==> config.mk <==
export PLATFORM = sky130hd
export DESIGN_NAME = arc4_encrypt
export DESIGN_NICKNAME = d
export VERILOG_FILES = /design/src/rtl/arc4_encrypt.sv
export SDC_FILE = /design/constraint.sdc
export NUM_CORES = 1
export LEC_CHECK = 0
export ABC_AREA = 1
export CAP_MARGIN = 10
export CORE_MARGIN = 2
export CORE_UTILIZATION = 57
export DETAILED_ROUTE_END_ITERATION = 16
export GPL_ROUTABILITY_DRIVEN = 0
export PLACE_DENSITY = 0.82
export SLEW_MARGIN = 0
export SYNTH_ARGS = -nofsm -noshare
export SYNTH_HDL_FRONTEND = slang
export SYNTH_SLANG_ARGS = --single-unit
==> constraint.sdc <==
create_clock -name clk -period 3.9 [get_ports clk]
set_input_delay 0.975 -clock clk [delete_from_list [all_inputs] [get_ports clk]]
set_output_delay 0.975 -clock clk [all_outputs]
set_load 0.03 [all_outputs]
==> src/rtl/arc4_encrypt.sv <==
// ARC4 encryptor: length-prefixed PT memory -> ARC4(init, KSA, PRGA) -> length-prefixed CT memory.
// Optional macro ARC4_DROP_EN discards DROP_N keystream bytes between KSA and the first ciphertext byte.
module arc4_encrypt #(
  parameter int unsigned KEY_LEN = 3,
  parameter int unsigned DROP_N  = 256
) (
  input  logic                 clk,
  input  logic                 rst_n,
  input  logic                 en,
  output logic                 rdy,
  input  logic [8*KEY_LEN-1:0] key,
  output logic [7:0]           pt_addr,
  input  logic [7:0]           pt_rddata,
  output logic [7:0]           ct_addr,
  output logic [7:0]           ct_wrdata,
  output logic                 ct_wren,
  output logic [7:0]           s_addr,
  output logic [7:0]           s_wrdata,
  output logic                 s_wren,
  input  logic [7:0]           s_rddata
);

  localparam int unsigned KW = (KEY_LEN > 1) ? $clog2(KEY_LEN) : 1;
  localparam int unsigned DW = 9;
`ifdef ARC4_DROP_EN
  localparam bit DROP_ON = 1'b1;
`else
  localparam bit DROP_ON = 1'b0;
`endif
  localparam int unsigned DROP_CNT = DROP_ON ? DROP_N : 0;

  // RD issues a read, WT covers the registered-address latency, the following state consumes the data
  typedef enum logic [4:0] {
    ST_IDLE, ST_INIT,
    ST_KSA_RD_I, ST_KSA_WT_I, ST_KSA_RD_J, ST_KSA_WT_J, ST_KSA_WR_I, ST_KSA_WR_J,
    ST_LEN_RD, ST_LEN_WT, ST_LEN_WR,
    ST_PR_RD_I, ST_PR_WT_I, ST_PR_RD_J, ST_PR_WT_J, ST_PR_WR_I, ST_PR_WR_J,
    ST_PR_RD_K, ST_PR_WT_K, ST_PR_OUT, ST_DONE
  } state_t;

  state_t               state_q, state_d;
  logic                 rdy_q, rdy_d;
  logic [8*KEY_LEN-1:0] key_q, key_d;
  logic [7:0]           i_q, i_d, j_q, j_d, k_q, k_d, len_q, len_d;
  logic [7:0]           si_q, si_d, sj_q, sj_d, pt_q, pt_d;
  logic [KW-1:0]        kidx_q, kidx_d;
  logic [DW-1:0]        drop_q, drop_d;
  logic [7:0]           pt_addr_q, pt_addr_d, ct_addr_q, ct_addr_d, ct_wrdata_q, ct_wrdata_d;
  logic                 ct_wren_q, ct_wren_d, s_wren_q, s_wren_d;
  logic [7:0]           s_addr_q, s_addr_d, s_wrdata_q, s_wrdata_d;
  logic [7:0]           key_byte;
  logic [7:0]           j_ksa, j_prga;

  // Key byte selected by i mod KEY_LEN; byte 0 is the most significant
  always_comb begin
    key_byte = 8'h00;
    for (int unsigned b = 0; b < KEY_LEN; b++) begin
      if (kidx_q == KW'(b)) key_byte = key_q[8*(KEY_LEN-1-b) +: 8];
    end
  end

  assign j_ksa  = j_q + s_rddata + key_byte;
  assign j_prga = j_q + s_rddata;

  always_comb begin
    state_d     = state_q;
    rdy_d       = rdy_q;
    key_d       = key_q;
    i_d         = i_q;
    j_d         = j_q;
    k_d         = k_q;
    len_d       = len_q;
    si_d        = si_q;
    sj_d        = sj_q;
    pt_d        = pt_q;
    kidx_d      = kidx_q;
    drop_d      = drop_q;
    pt_addr_d   = pt_addr_q;
    ct_addr_d   = ct_addr_q;
    ct_wrdata_d = ct_wrdata_q;
    ct_wren_d   = 1'b0;
    s_addr_d    = s_addr_q;
    s_wrdata_d  = s_wrdata_q;
    s_wren_d    = 1'b0;

    case (state_q)
      ST_IDLE: begin
        rdy_d = 1'b1;
        if (en && rdy_q) begin
          key_d      = key;
          rdy_d      = 1'b0;
          s_addr_d   = 8'h00;
          s_wrdata_d = 8'h00;
          s_wren_d   = 1'b1;
          i_d        = 8'd1;
          j_d        = 8'h00;
          kidx_d     = '0;
          state_d    = ST_INIT;
        end
      end
      ST_INIT: begin
        s_addr_d   = i_q;
        s_wrdata_d = i_q;
        s_wren_d   = 1'b1;
        i_d        = i_q + 8'd1;
        if (i_q == 8'hFF) state_d = ST_KSA_RD_I;
      end
      ST_KSA_RD_I: begin
        s_addr_d = i_q;
        state_d  = ST_KSA_WT_I;
      end
      ST_KSA_WT_I: state_d = ST_KSA_RD_J;
      ST_KSA_RD_J: begin
        si_d     = s_rddata;
        j_d      = j_ksa;
        s_addr_d = j_ksa;
        kidx_d   = (kidx_q == KW'(KEY_LEN - 1)) ? '0 : kidx_q + KW'(1);
        state_d  = ST_KSA_WT_J;
      end
      ST_KSA_WT_J: state_d = ST_KSA_WR_I;
      ST_KSA_WR_I: begin
        s_addr_d   = i_q;
        s_wrdata_d = s_rddata;
        s_wren_d   = 1'b1;
        state_d    = ST_KSA_WR_J;
      end
      ST_KSA_WR_J: begin
        s_addr_d   = j_q;
        s_wrdata_d = si_q;
        s_wren_d   = 1'b1;
        i_d        = i_q + 8'd1;
        state_d    = ST_KSA_RD_I;
        if (i_q == 8'hFF) begin
          j_d = 8'h00;
          if (DROP_CNT != 0) begin
            drop_d  = DW'(DROP_CNT);
            state_d = ST_PR_RD_I;
          end else begin
            state_d = ST_LEN_RD;
          end
        end
      end
      ST_LEN_RD: begin
        pt_addr_d = 8'h00;
        state_d   = ST_LEN_WT;
      end
      ST_LEN_WT: state_d = ST_LEN_WR;
      ST_LEN_WR: begin
        len_d       = pt_rddata;
        ct_addr_d   = 8'h00;
        ct_wrdata_d = pt_rddata;
        ct_wren_d   = 1'b1;
        k_d         = 8'd1;
        state_d     = (pt_rddata == 8'h00) ? ST_DONE : ST_PR_RD_I;
      end
      // Plaintext byte k is fetched alongside S[i]; the PT memory is separate from S
      ST_PR_RD_I: begin
        i_d       = i_q + 8'd1;
        s_addr_d  = i_q + 8'd1;
        pt_addr_d = k_q;
        state_d   = ST_PR_WT_I;
      end
      ST_PR_WT_I: state_d = ST_PR_RD_J;
      ST_PR_RD_J: begin
        si_d     = s_rddata;
        pt_d     = pt_rddata;
        j_d      = j_prga;
        s_addr_d = j_prga;
        state_d  = ST_PR_WT_J;
      end
      ST_PR_WT_J: state_d = ST_PR_WR_I;
      ST_PR_WR_I: begin
        sj_d       = s_rddata;
        s_addr_d   = i_q;
        s_wrdata_d = s_rddata;
        s_wren_d   = 1'b1;
        state_d    = ST_PR_WR_J;
      end
      ST_PR_WR_J: begin
        s_addr_d   = j_q;
        s_wrdata_d = si_q;
        s_wren_d   = 1'b1;
        if (drop_q != '0) begin
          drop_d  = drop_q - DW'(1);
          state_d = (drop_q == DW'(1)) ? ST_LEN_RD : ST_PR_RD_I;
        end else begin
          state_d = ST_PR_RD_K;
        end
      end
      ST_PR_RD_K: begin
        s_addr_d = si_q + sj_q;
        state_d  = ST_PR_WT_K;
      end
      ST_PR_WT_K: state_d = ST_PR_OUT;
      ST_PR_OUT: begin
        ct_addr_d   = k_q;
        ct_wrdata_d = pt_q ^ s_rddata;
        ct_wren_d   = 1'b1;
        k_d         = k_q + 8'd1;
        state_d     = (k_q == len_q) ? ST_DONE : ST_PR_RD_I;
      end
      ST_DONE: begin
        rdy_d   = 1'b1;
        state_d = ST_IDLE;
      end
      default: state_d = ST_IDLE;
    endcase
  end

  always_ff @(posedge clk) begin
    if (!rst_n) begin
      state_q     <= ST_IDLE;
      rdy_q       <= 1'b1;
      key_q       <= '0;
      i_q         <= 8'h00;
      j_q         <= 8'h00;
      k_q         <= 8'h00;
      len_q       <= 8'h00;
      si_q        <= 8'h00;
      sj_q        <= 8'h00;
      pt_q        <= 8'h00;
      kidx_q      <= '0;
      drop_q      <= '0;
      pt_addr_q   <= 8'h00;
      ct_addr_q   <= 8'h00;
      ct_wrdata_q <= 8'h00;
      ct_wren_q   <= 1'b0;
      s_addr_q    <= 8'h00;
      s_wrdata_q  <= 8'h00;
      s_wren_q    <= 1'b0;
    end else begin
      state_q     <= state_d;
      rdy_q       <= rdy_d;
      key_q       <= key_d;
      i_q         <= i_d;
      j_q         <= j_d;
      k_q         <= k_d;
      len_q       <= len_d;
      si_q        <= si_d;
      sj_q        <= sj_d;
      pt_q        <= pt_d;
      kidx_q      <= kidx_d;
      drop_q      <= drop_d;
      pt_addr_q   <= pt_addr_d;
      ct_addr_q   <= ct_addr_d;
      ct_wrdata_q <= ct_wrdata_d;
      ct_wren_q   <= ct_wren_d;
      s_addr_q    <= s_addr_d;
      s_wrdata_q  <= s_wrdata_d;
      s_wren_q    <= s_wren_d;
    end
  end

  assign rdy       = rdy_q;
  assign pt_addr   = pt_addr_q;
  assign ct_addr   = ct_addr_q;
  assign ct_wrdata = ct_wrdata_q;
  assign ct_wren   = ct_wren_q;
  assign s_addr    = s_addr_q;
  assign s_wrdata  = s_wrdata_q;
  assign s_wren    = s_wren_q;

endmodule

Word-level counts from Yosys, hierarchy flattened
Cells that the tools add are included.
- bits in latches: 0
- memories kept: 0
- RAM bits: 0
- bits in read-only memories: 0
- output and inout port bits: 43
- register bits after elaboration: 139
- equality and inequality tests: 28
- shift-type cells: 0
- mux-type cells: 30
- add/subtract/negate cells: 7
- multiply operators: 0
- reduce and logical (&&, ||, !) cells: 28
- divide/modulo/power cells: 0
- order comparisons: 0
- bitwise operators: 1
- operator list (cell ; count):
    5-bit one-hot mux with 20 select lines ; 1
    8-bit one-hot mux with 2 select lines ; 5
    8-bit one-hot mux with 4 select lines ; 2
    8-bit one-hot mux with 7 select lines ; 1
    8-bit 2-to-1 mux ; 6
    5-bit by 4-bit == test with 1-bit output (second input constant) ; 8
    5-bit == test (second input constant) ; 5
    5-bit 2-to-1 mux ; 5
    8-bit adder ; 3
    5-bit by 3-bit == test with 1-bit output (second input constant) ; 4
    8-bit by 1-bit adder with 8-bit output (second input constant) ; 2
    2-bit AND reduction ; 7
    5-bit by 2-bit == test with 1-bit output (second input constant) ; 2
    2-bit nonzero test ; 5
    9-bit by 1-bit == test with 1-bit output (second input constant) ; 1
    9-bit nonzero test ; 1
    9-bit by 1-bit subtractor with 9-bit output (second input constant) ; 1
    8-bit == test ; 1
    8-bit == test (second input constant) ; 1
    8-bit zero test ; 1
    4-bit nonzero test ; 2
    2-bit OR reduction ; 4
    8-bit bitwise XOR ; 1
    7-bit nonzero test ; 1
    17 further kinds ; 24

Longest topological paths before layout
Gate-level depths: netlist of the first run.
- word-level depth: 6
- gate-level depth with buffers: 20

Worst setup path before layout of the first run
No wires, ideal clock.
- kind: input port to flip-flop
- start point: in s_rddata[0]
- end point: reg j_q[6]
- stages: 15
- library setup time: 115 ps
- arrival: 3153 ps
- slack: 632 ps
- cells stage by stage: ha_1 > inv_1 > fa_1 > o31ai_1 > xnor2_1 > inv_1 > ha_1 > nand2_1 > or2_2 > nand3_1 > nand2_1 > nand3_1 > nand2_1 > o21ai_0 > inv_1
- cells in the longest elaborated chain, start to end: 3
- ends and longest elaborated chain (item ; line ; RTL):
    start: declaration ; 20 ; input logic [7:0] s_rddata
    8-bit adder * ; 62, 63 ;
    8-bit adder ; 62 ; assign j_ksa = j_q + s_rddata + key_byte;
    8-bit one-hot mux with 4 select lines * ; 86 ; case (state_q)
    end signal: assignment ; 236 ; j_q <= j_d;
    end: declaration ; 44 ; logic [7:0] i_q, i_d, j_q, j_d, k_q, k_d, len_q, len_d;
Every way passes the cells marked *; elsewhere a longest branch is shown, timed or not.
A chain may end at the register's enable or synchronous reset.

Worst setup path in the final report of the first run
- start point: in s_rddata[0]
- end point: reg s_addr_q[7] (netlist: s_addr[7])
- cells in the longest elaborated chain, start to end: 3
- ends and longest elaborated chain (item ; line ; RTL):
    8-bit adder * ; 62, 63 ;
    8-bit adder ; 62 ;
    8-bit one-hot mux with 7 select lines * ; 86 ;
    end signal: assignment ; 248 ; s_addr_q <= s_addr_d;
    end: declaration ; 50 ; logic [7:0] s_addr_q, s_addr_d, s_wrdata_q, s_wrdata_d;
Marks and branches as above.

==> results.py, run 1 <==
metrics = {
    "worst_setup_path": {
        "critical_path.max_stage_delay_ns": 0.56,
        "startpoint_type": "input port",
        "crit_arrival_ns": 4.00,
        "path_cells": "clkdlybuf4s50_1 -> ha_1 -> inv_1 -> fa_1 -> buf_4 -> inv_1 -> nand2_1 -> nand3_1 -> nand2_1 -> and2_1 -> ha_1 -> nand2_1 -> or2_2 -> nand3_1 -> inv_1 -> nand3_1 -> nand3_1 -> nand3_1 -> nand2_1 -> inv_1",
        "worst-path-buf-inv": 6,
        "required_ns": 4.28,
        "crit_path_frequent_cell": "nand3_1",
        "criticalPathCategory": "in -> reg",
        "worst_setup_path_end_kind": "register",
        "cpLargestDelayFamily": "simple AND/OR/NAND/NOR gates",
        "reg2reg_slack_ns": 1.01,
        "path_max_fanout": 4,
        "slowest_stage": "clkdlybuf4s50_1",
    },
    "timing": {
        "fin_skew_ns": 0.00900,
        "fin_crit_sh_pct": 92.7,
        "hold_viol": 0,
        "drv_slew": 0,
        "setup_viol": 0,
        "timing.fmax_mhz": 277,
        "maxSlewHeadroom_pct": 51.8,
        "final.setup.tns_ns": 0,
        "rsz0062_at_grt": "false",
        "min_period_ns": 3.62,
        "worst_pin_slew_ns": 0.718,
        "holdWs_ns": 0.464,
    },
    "detailed_routing": {
        "via_count": 7391,
        "drc": 0,
        "routed_wl_mm": 19.8,
        "routedWlPerCell_um": 14.9,
        "drt_iter0_markers": 570,
        "drt_first_pass_iters": 5,
        "final_antenna_net_count": 0,
        "viasPerCell": 5.57,
    },
    "synthesis": {
        "netlist.area_leader.share_pct": 37.7,
        "synth_edf_count": 0,
        "yosys-top-cells-area": "dfxtp_1 (38%), nand2_1 (12%), a21oi_1 (7.8%)",
        "synth_cell_types": 47,
        "async_reset_ff_share_pct": 0,
        "ys_warn_count": 0,
        "synth_area_leader_cell": "dfxtp_1",
        "ys.flop_type": "dfxtp_1",
        "syn-num-nets": 1123,
        "mappedNetlistArea_um2": 7370,
        "ys_seq_elements": 139,
        "netlist_instances": 1052,
        "ys_top_cells_by_count": "nand2_1 (237), dfxtp_1 (139), nor2_1 (118)",
        "avgSynthCellArea_um2": 7.01,
        "synth_seq_area_share_pct": 37.7,
        "yosysMostFrequentCell": "nand2_1",
    },
    "clock_tree": {
        "cts.sinks": 139,
        "cts_resized": 0,
        "clk_latency_ns": 0.43,
        "ctsRootBufferMaster": "clkbuf_16",
        "cts_buffers": 17,
        "postCtsSetupRepairBufs": 0,
        "clk_pin_slew_ns": 0.07,
        "tritoncts": "built",
        "cts_buffer_depth": 2,
        "cts_hold_buf": 0,
        "cts_max_level": 4,
    },
    "die": {
        "core_area_um2": 12600,
        "dieArea_um2": 13900,
        "die_height_um": 118,
        "die_w_um": 118,
        "rows": 41,
        "initial_core_util_pct": 58.4,
        "io_pins": 86,
    },
    "global_route": {
        "grt_max_degree": 73,
        "antenna_found_initial": 0,
        "grt_first_pass_wirelength_mm": 32.9,
        "grt_use_total_pct": 29.0,
        "gr-total-overflow": 0,
        "grt_pass1_vias": 6902,
    },
    "placement": {
        "placed_cells": 1294,
        "port_buffers": 85,
        "dp_hpwl_mm": 14.2,
    },
    "job": {
        "drv_cap": 0,
    },
    "hold_path": {
        "hp-class": "reg -> reg",
    },
    "layout": {
        "syn_to_final_growth_pct": 22.2,
        "fin_nets": 1212,
        "fin_cells": 1326,
        "drive_gt1_share_pct": 9.62,
        "antennaDiodeCount": 0,
    },
    "run_status": {
        "outcome": "completed",
    },
    "pwr": {
        "powerDensity_nw_per_um2": 488,
        "design_power_total_w": 0.00440,
        "vdd_drop_max_uv": 374,
        "power_leakage_nw": 3.82,
    },
}
final timing paths:
kind                                         startpoint                 endpoint  cells after the start
worst max-delay path                        s_rddata[0]   s_addr[7]$_SDFFE_PN0P_                     20
worst min-delay path            ct_addr[2]$_SDFFE_PN0P_  ct_addr[2]$_SDFFE_PN0P_                      2
worst max register to register   kidx_q[1]$_SDFFE_PN0P_   s_addr[2]$_SDFFE_PN0P_                     13
worst min register to register  ct_addr[2]$_SDFFE_PN0P_  ct_addr[2]$_SDFFE_PN0P_                      2
through the flow:
stage               util (%)  instance area, um2  worst slack (ns)
floorplan                  -                7370             0.632
global placement        66.7                8420           -0.0423
detailed placement      66.7                8420            -0.109
CTS                     71.4                9010             0.335
global route            71.4                9010            0.0845
finish                  71.4                9010             0.284
metal layers:
metal / wire length, um / track usage, %
met5: 0 / 0
met4: 532 / 12.0
met3: 1510 / 5.09
met2: 9060 / 47.3
met1: 8700 / 38.1
logic make-up (layout without fill, tap and decap cells):
logic type | count (synthesis) | count (layout) | synth area share (%)
and+or+nand+nor | 477 | 477 | 29.3
xor gates and xnor gates | 16 | 16 | 1.90
adders and majority gates | 28 | 28 | 5.06
AOI/OAI and AO/OA | 231 | 231 | 17.4
DFF | 139 | 139 | 37.7
buffers and inverters | 161 | 263 | 8.57
tightest hold or removal path: stages (launching register included):
cell and delay, ns:
dfxtp_1 0.31, nand2_1 0.06, a21oi_1 0.05
area by class of cell:
type | instances | area, um2
repair buffers | 103 | 981
clock inverters | 12 | 129
well taps | 172 | 215
fillers | 1070 | 3600
inverters | 128 | 480
clock buffers | 20 | 467
multi-input cells | 752 | 3960
flip-flops and latches | 139 | 2780
sequential cells by signal (all words and copies together), names as in the netlist:
| signal | count |
|---|---|
| key_q | 24 |
| drop_q | 9 |
| ct_addr | 8 |
| ct_wrdata | 8 |
| i_q | 8 |
| j_q | 8 |
| k_q | 8 |
| len_q | 8 |
| pt_addr | 8 |
| pt_q | 8 |
| s_addr | 8 |
| s_wrdata | 8 |
| si_q | 8 |
| sj_q | 8 |
| state_q | 5 |
| kidx_q | 2 |
| ct_wren | 1 |
| rdy | 1 |
| s_wren | 1 |
power breakdown:
part | total [W] | switching (W) | internal [W]
clock network | 0.00163 | 0.000681 | 0.000948
registers | 0.00164 | 0.0000923 | 0.00155
logic | 0.00113 | 0.000729 | 0.000400
total | 0.00440 | 0.00150 | 0.00290
placed cells by master, fill, tap and decap left out, types with 3 or more instances in the layout:
cell type        netlist  final
a211oi_1               5      5
a21oi_1              115    115
a221oi_1               5      5
a31oi_1                5      5
a41oi_1                3      3
and2_1                 3      3
buf_4                  4     18
clkbuf_16              0     17
clkbuf_8               0      3
clkdlybuf4s50_1        0     84
dfxtp_1              139    139
fa_1                   3      3
ha_1                  25     25
inv_1                111    110
inv_2                 17     18
inv_6                  0      5
nand2_1              237    237
nand2_2                5      5
nand3_1               50     50
nand3_2                4      4
nand4_1               15     15
nor2_1               118    118
nor2_2                 3      3
nor2_4                 9      9
nor3_1                11     11
o211ai_1               3      3
o21ai_0               66     66
o21ai_1                5      5
o221ai_1               7      7
o22ai_1                7      7
or2_2                 10     10
xnor2_1                7      7
xor2_1                 9      9
Power figures use the tool's default switching activity.
==> run 2: changes to the inputs <==
==> constraint.sdc (replaced) <==
create_clock -name clk -period 3.9 [get_ports clk]
set_input_delay 0.585 -clock clk [delete_from_list [all_inputs] [get_ports clk]]
set_output_delay 0.585 -clock clk [all_outputs]
set_load 0.03 [all_outputs]
==> run 2 against run 1 <==
  * Global-route usage is 0.41 points lower
  * Total power is 1.9% lower
  * Non-clock buffer count is 11 lower
  * Clock power is 2% lower
  * Utilization is 0.83 points lower
  * Worst setup slack better by 0.35 ns
  * Critical path depth is 2 lower
  * Largest power group unchanged
  * Highest routed layer unchanged
==> results.py, run 2 (synthesis gave the netlist of run 1 again) <==
metrics = {
    "job": {
        "drv_cap": 0,
    },
    "detailed_routing": {
        "routed_wl_mm": 19.6,
        "drt_iter0_markers": 815,
        "viasPerCell": 5.60,
        "drc": 0,
        "drt_first_pass_iters": 8,
        "routedWlPerCell_um": 14.9,
        "final_antenna_net_count": 0,
        "via_count": 7367,
    },
    "global_route": {
        "grt_first_pass_wirelength_mm": 32.2,
        "gr-total-overflow": 0,
        "antenna_found_initial": 0,
        "grt_use_total_pct": 28.6,
        "grt_pass1_vias": 6726,
        "grt_max_degree": 73,
    },
    "layout": {
        "final_common_cell": "nand2_1",
        "fin_cells": 1315,
        "largest_register": "key_q",
        "drive_gt1_share_pct": 8.75,
        "top_regs": "key_q x24, drop_q x9",
        "utilization_pct": 70.6,
        "antennaDiodeCount": 0,
        "final_cell_mix": "nand2_1 (237), dfxtp_1 (139), nor2_1 (118), a21oi_1 (115), inv_1 (110)",
        "largest_reg_flops": 24,
        "syn_to_final_growth_pct": 20.8,
        "fin_nets": 1201,
    },
    "die": {
        "rows": 41,
        "io_pins": 86,
        "die_height_um": 118,
        "dieArea_um2": 13900,
        "die_w_um": 118,
        "initial_core_util_pct": 58.4,
        "core_area_um2": 12600,
    },
    "clock_tree": {
        "ctsRootBufferMaster": "clkbuf_16",
        "cts_hold_buf": 0,
        "cts_buffer_depth": 2,
        "cts_max_level": 4,
        "clk_pin_slew_ns": 0.06,
        "cts_buffers": 17,
        "cts_resized": 0,
        "postCtsSetupRepairBufs": 0,
        "clk_latency_ns": 0.44,
        "cts.sinks": 139,
        "tritoncts": "built",
    },
    "placement": {
        "port_buffers": 85,
        "placed_cells": 1283,
        "dp_hpwl_mm": 13.7,
    },
    "timing": {
        "setup_viol": 0,
        "hold_viol": 0,
        "final.setup.tns_ns": 0,
        "worst_pin_slew_ns": 1.10,
        "fin_crit_sh_pct": 83.7,
        "timing.fmax_mhz": 306,
        "holdWs_ns": 0.460,
        "fin_skew_ns": 0.0102,
        "rsz0062_at_grt": "false",
        "maxSlewHeadroom_pct": 26.6,
        "drv_slew": 0,
        "min_period_ns": 3.27,
    },
    "worst_setup_path": {
        "criticalPathCategory": "in -> reg",
        "path_max_fanout": 6,
        "worstRegToRegCells": 17,
        "critical_path.max_stage_delay_ns": 0.57,
        "cp-startpoint": "s_rddata[0]",
        "rr_endpoint": "s_addr[6]$_SDFFE_PN0P_",
        "reg2reg_slack_ns": 0.99,
        "crit_arrival_ns": 3.60,
        "crit_end": "s_addr[6]$_SDFFE_PN0P_",
        "path_cells": "clkdlybuf4s50_1 -> ha_1 -> inv_1 -> fa_1 -> o31ai_1 -> xnor2_1 -> inv_1 -> ha_1 -> nand2_1 -> or2_2 -> nand3_1 -> nand2_1 -> nand3_1 -> nand2_1 -> inv_1 -> nand3_1 -> nand2_1 -> inv_1",
        "worst_setup_path_end_kind": "register",
        "r2r_start": "j_q[0]$_SDFFE_PN0P_",
        "slowest_stage": "clkdlybuf4s50_1",
        "startpoint_type": "input port",
        "required_ns": 4.23,
    },
    "hold_path": {
        "hp-class": "reg -> reg",
    },
    "pwr": {
        "powerDensity_nw_per_um2": 485,
        "vdd_drop_max_uv": 388,
        "power_leakage_nw": 3.76,
    },
    "run_status": {
        "outcome": "completed",
    },
}
==> run 2: worst min path at each step <==
stage | from | end | slack (ns) | depth (start not counted)
after floorplan | key_q[11]$_SDFFE_PN0P_ | key_q[11]$_SDFFE_PN0P_ | 0.43 | 2
after global placement | drop_q[8]$_SDFFE_PN0P_ | drop_q[8]$_SDFFE_PN0P_ | 0.44 | 2
after detailed placement | drop_q[8]$_SDFFE_PN0P_ | drop_q[8]$_SDFFE_PN0P_ | 0.45 | 2
after CTS | key_q[11]$_SDFFE_PN0P_ | key_q[11]$_SDFFE_PN0P_ | 0.46 | 2
after global routing | ct_addr[3]$_SDFFE_PN0P_ | ct_addr[3]$_SDFFE_PN0P_ | 0.48 | 2
final | drop_q[8]$_SDFFE_PN0P_ | drop_q[8]$_SDFFE_PN0P_ | 0.46 | 2
==> run 2: worst max-delay path, delay by kind of cell <==
kind | cells | cell delay (ns)
AND/OR/NAND/NOR | 8 | 0.80
buffers and inverters | 5 | 0.79
adder cells (fa/ha/maj) | 3 | 0.96
XOR/XNOR | 1 | 0.15
AO/OA/AOI/OAI | 1 | 0.30
==> run 2: cell type report <==
cell class / instances / area [um2]
fillers: 1093 / 3710
inverters: 128 / 480
multi-input cells: 752 / 3960
clock buffers: 18 / 439
well taps: 172 / 215
flip-flops and latches: 139 / 2780
clock inverters: 14 / 134
repair buffers: 92 / 898
==> run 2: through the flow <==
step           area [um2]  power (W)  setup WS [ns]
2_1_floorplan        7370    0.00244           1.02
3_3_place_gp         8340    0.00272          0.277
3_5_place_dp         8340    0.00274          0.223
4_1_cts              8910    0.00431          0.670
5_1_grt              8910    0.00453          0.386
6_report             8910    0.00432          0.635
==> run 2: report_power, final <==
part	leakage, nW	switching (W)	internal (W)	total [W]
clock	0.272	0.000682	0.000905	0.00159
sequential	1.13	0.0000952	0.00155	0.00165
combinational	2.36	0.000715	0.000371	0.00109
total	3.76	0.00149	0.00283	0.00432
==> run 2: layer usage <==
metal	vias up	GRT usage [%]	part of all wire, %
met1	3350	38.4	43
li1	3628	-	-
met3	52	6.10	8.2
met2	337	45.6	46
met4	0	10.2	2.5
met5	-	0	0
==> run 3: changes to the inputs <==
- CORE_UTILIZATION: 57 -> 51
- PLACE_DENSITY: 0.82 -> 0.78
- clock period: 3.9 -> 2.74 ns (I/O delays scaled with it)
==> run 3 against run 2 <==
  * Combinational power up 60%
  * Sequential cell count unchanged
  * Non-clock buffer count rose by 30
==> results.py, run 3 (synthesis gave the netlist of run 1 again) <==
metrics = {
    "run_status": {
        "outcome": "completed",
    },
    "die": {
        "rows": 43,
        "die_w_um": 124,
        "dieArea_um2": 15400,
        "initial_core_util_pct": 52.7,
        "core_area_um2": 14000,
        "io_pins": 86,
        "die_height_um": 124,
    },
    "pwr": {
        "design_power_total_w": 0.00654,
        "power_leakage_nw": 3.99,
        "powerDensity_nw_per_um2": 693,
        "vdd_drop_max_uv": 466,
    },
    "layout": {
        "syn_to_final_growth_pct": 27.8,
        "final_cell_mix": "nand2_1 (234), dfxtp_1 (137), nor2_1 (117), a21oi_1 (110), inv_1 (109)",
        "top_regs": "key_q x24, drop_q x9",
        "final_common_cell": "nand2_1",
        "drive_gt1_share_pct": 13.4,
        "nFillCells": 1191,
        "largest_reg_flops": 24,
        "largest_register": "key_q",
        "utilization_pct": 67.4,
        "fin_nets": 1231,
    },
    "job": {
        "drv_cap": 0,
    },
    "detailed_routing": {
        "viasPerCell": 5.42,
        "drt_iter0_markers": 585,
        "drc": 0,
        "final_antenna_net_count": 0,
        "routedWlPerCell_um": 14.9,
        "routed_wl_mm": 20.2,
        "drt_first_pass_iters": 5,
        "via_count": 7335,
    },
    "global_route": {
        "antenna_found_initial": 1,
        "grt_use_total_pct": 26.0,
        "grt_first_pass_wirelength_mm": 32.8,
        "gr-total-overflow": 0,
        "grt_max_degree": 73,
        "grt_pass1_vias": 6832,
    },
    "clock_tree": {
        "tritoncts": "built",
        "cts_buffers": 17,
        "cts_max_level": 4,
        "cts_buffer_depth": 2,
        "cts.sinks": 139,
        "ctsRootBufferMaster": "clkbuf_16",
        "clk_pin_slew_ns": 0.06,
        "clk_latency_ns": 0.43,
    },
    "placement": {
        "port_buffers": 85,
        "dp_hpwl_mm": 14.5,
        "dp_slack_ns": -0.747,
    },
    "worst_setup_path": {
        "crit_arrival_ns": 2.97,
        "path_max_fanout": 5,
        "critical_path.max_stage_delay_ns": 0.51,
        "slowest_stage": "clkdlybuf4s50_1",
        "required_ns": 3.06,
        "criticalPathCategory": "in -> reg",
        "cpLargestDelayFamily": "simple AND/OR/NAND/NOR gates",
        "path_cells": "clkdlybuf4s50_1 -> ha_4 -> nand2_1 -> or2_2 -> nand3_1 -> nand2_1 -> and2_1 -> ha_1 -> buf_4 -> a21oi_2 -> nand3_2 -> inv_1 -> nand3_1 -> nand3_2 -> nand3_2 -> nand2_1 -> inv_1",
        "worst_setup_path_end_kind": "register",
        "worst-path-buf-inv": 4,
        "startpoint_type": "input port",
    },
    "timing": {
        "timing.fmax_mhz": 378,
        "drv_slew": 0,
        "hold_viol": 0,
        "setup_viol": 0,
        "worst_pin_slew_ns": 0.673,
        "holdWs_ns": 0.457,
        "fin_skew_ns": 0.00848,
        "rsz0062_at_grt": "true",
        "min_period_ns": 2.65,
        "final.setup.tns_ns": 0,
        "finalWorstSetupSlack_ns": 0.0927,
        "fin_crit_sh_pct": 96.6,
        "maxSlewHeadroom_pct": 54.8,
    },
    "hold_path": {
        "hp-class": "reg -> reg",
    },
}
-- run 3: cell count changes in the layout (fill, tap and decap cells not counted), moves of 3 or more --
| cell | previous run | this run |
|---|---|---|
| a21oi_1 | 115 | 110 |
| a21oi_2 | 0 | 5 |
| buf_4 | 7 | 35 |
| bufinv_16 | 1 | 4 |
| clkdlybuf4s50_1 | 84 | 79 |
| clkinvlp_4 | 4 | 1 |
| dlymetal6s2s_1 | 0 | 3 |
| ha_1 | 25 | 16 |
| ha_4 | 0 | 9 |
| inv_6 | 5 | 1 |
| nand2_1 | 237 | 234 |
| nand2_2 | 5 | 8 |
| nand3_1 | 50 | 47 |
| nand3_2 | 4 | 7 |
-- run 3: worst paths after layout --
kind                          start  slack, ns                endpoint  cells after the start
max                     s_rddata[5]       0.09  s_addr[7]$_SDFFE_PN0P_                     17
max reg2reg     j_q[0]$_SDFFE_PN0P_       0.12  s_addr[7]$_SDFFE_PN0P_                     19
min reg2reg  key_q[19]$_SDFFE_PN0P_       0.46  key_q[19]$_SDFFE_PN0P_                      2
min          key_q[19]$_SDFFE_PN0P_       0.46  key_q[19]$_SDFFE_PN0P_                      2
-- run 3: what timing repair did --
item | in CTS | in global routing
pin swaps | 1 | 13
hold buffers | 0 | 0
endpoints found under the setup margin | 11 | 11
resized for setup | 11 | 31
setup buffers | 0 | 1
-- run 3: worst register-to-register path, delay by kind of cell (launching register included) --
kind	cells	cell delay [ns]
AO/OA/AOI/OAI	1	0.14
adder cells (fa/ha/maj)	3	0.83
buffers and inverters	6	0.49
flip-flops	1	0.34
AND/OR/NAND/NOR	9	0.72
-- run 3: metal layers --
metal,vias up,share of wire [%],GRT usage [%]
met3,43,7.5,7.26
li1,3683,-,-
met2,285,45,41.3
met1,3324,45,33.5
met4,0,2.8,10.1
met5,-,0,0
-- run 3: stage by stage --
stage,area (um2),cells
detailed placement,8580,1320
global route,9430,1352
floorplan,7370,1052
CTS,9270,1351
finish,9430,1353
global placement,8580,1320
-- run 3: power by group --
part,internal (W),total [W],switching (W),leakage [nW]
Sequential,0.00221,0.00234,0.000127,1.13
Clock,0.00159,0.00246,0.000872,0.310
Combinational,0.000649,0.00174,0.00109,2.55
Total,0.00445,0.00654,0.00209,3.99
-- run 3: final cells by class --
cell class | instances | area, um2 | share of cell area (%)
clock buffer | 21 | 470 | 4.99
inverter | 128 | 480 | 5.10
antenna | 1 | 2.50 | 0.0265
timing repair buffer | 122 | 1150 | 12.2
sequential | 139 | 2790 | 29.6
clock inverter | 10 | 164 | 1.74
multi-input combinational | 752 | 4150 | 44.0
tap | 180 | 225 | 2.39
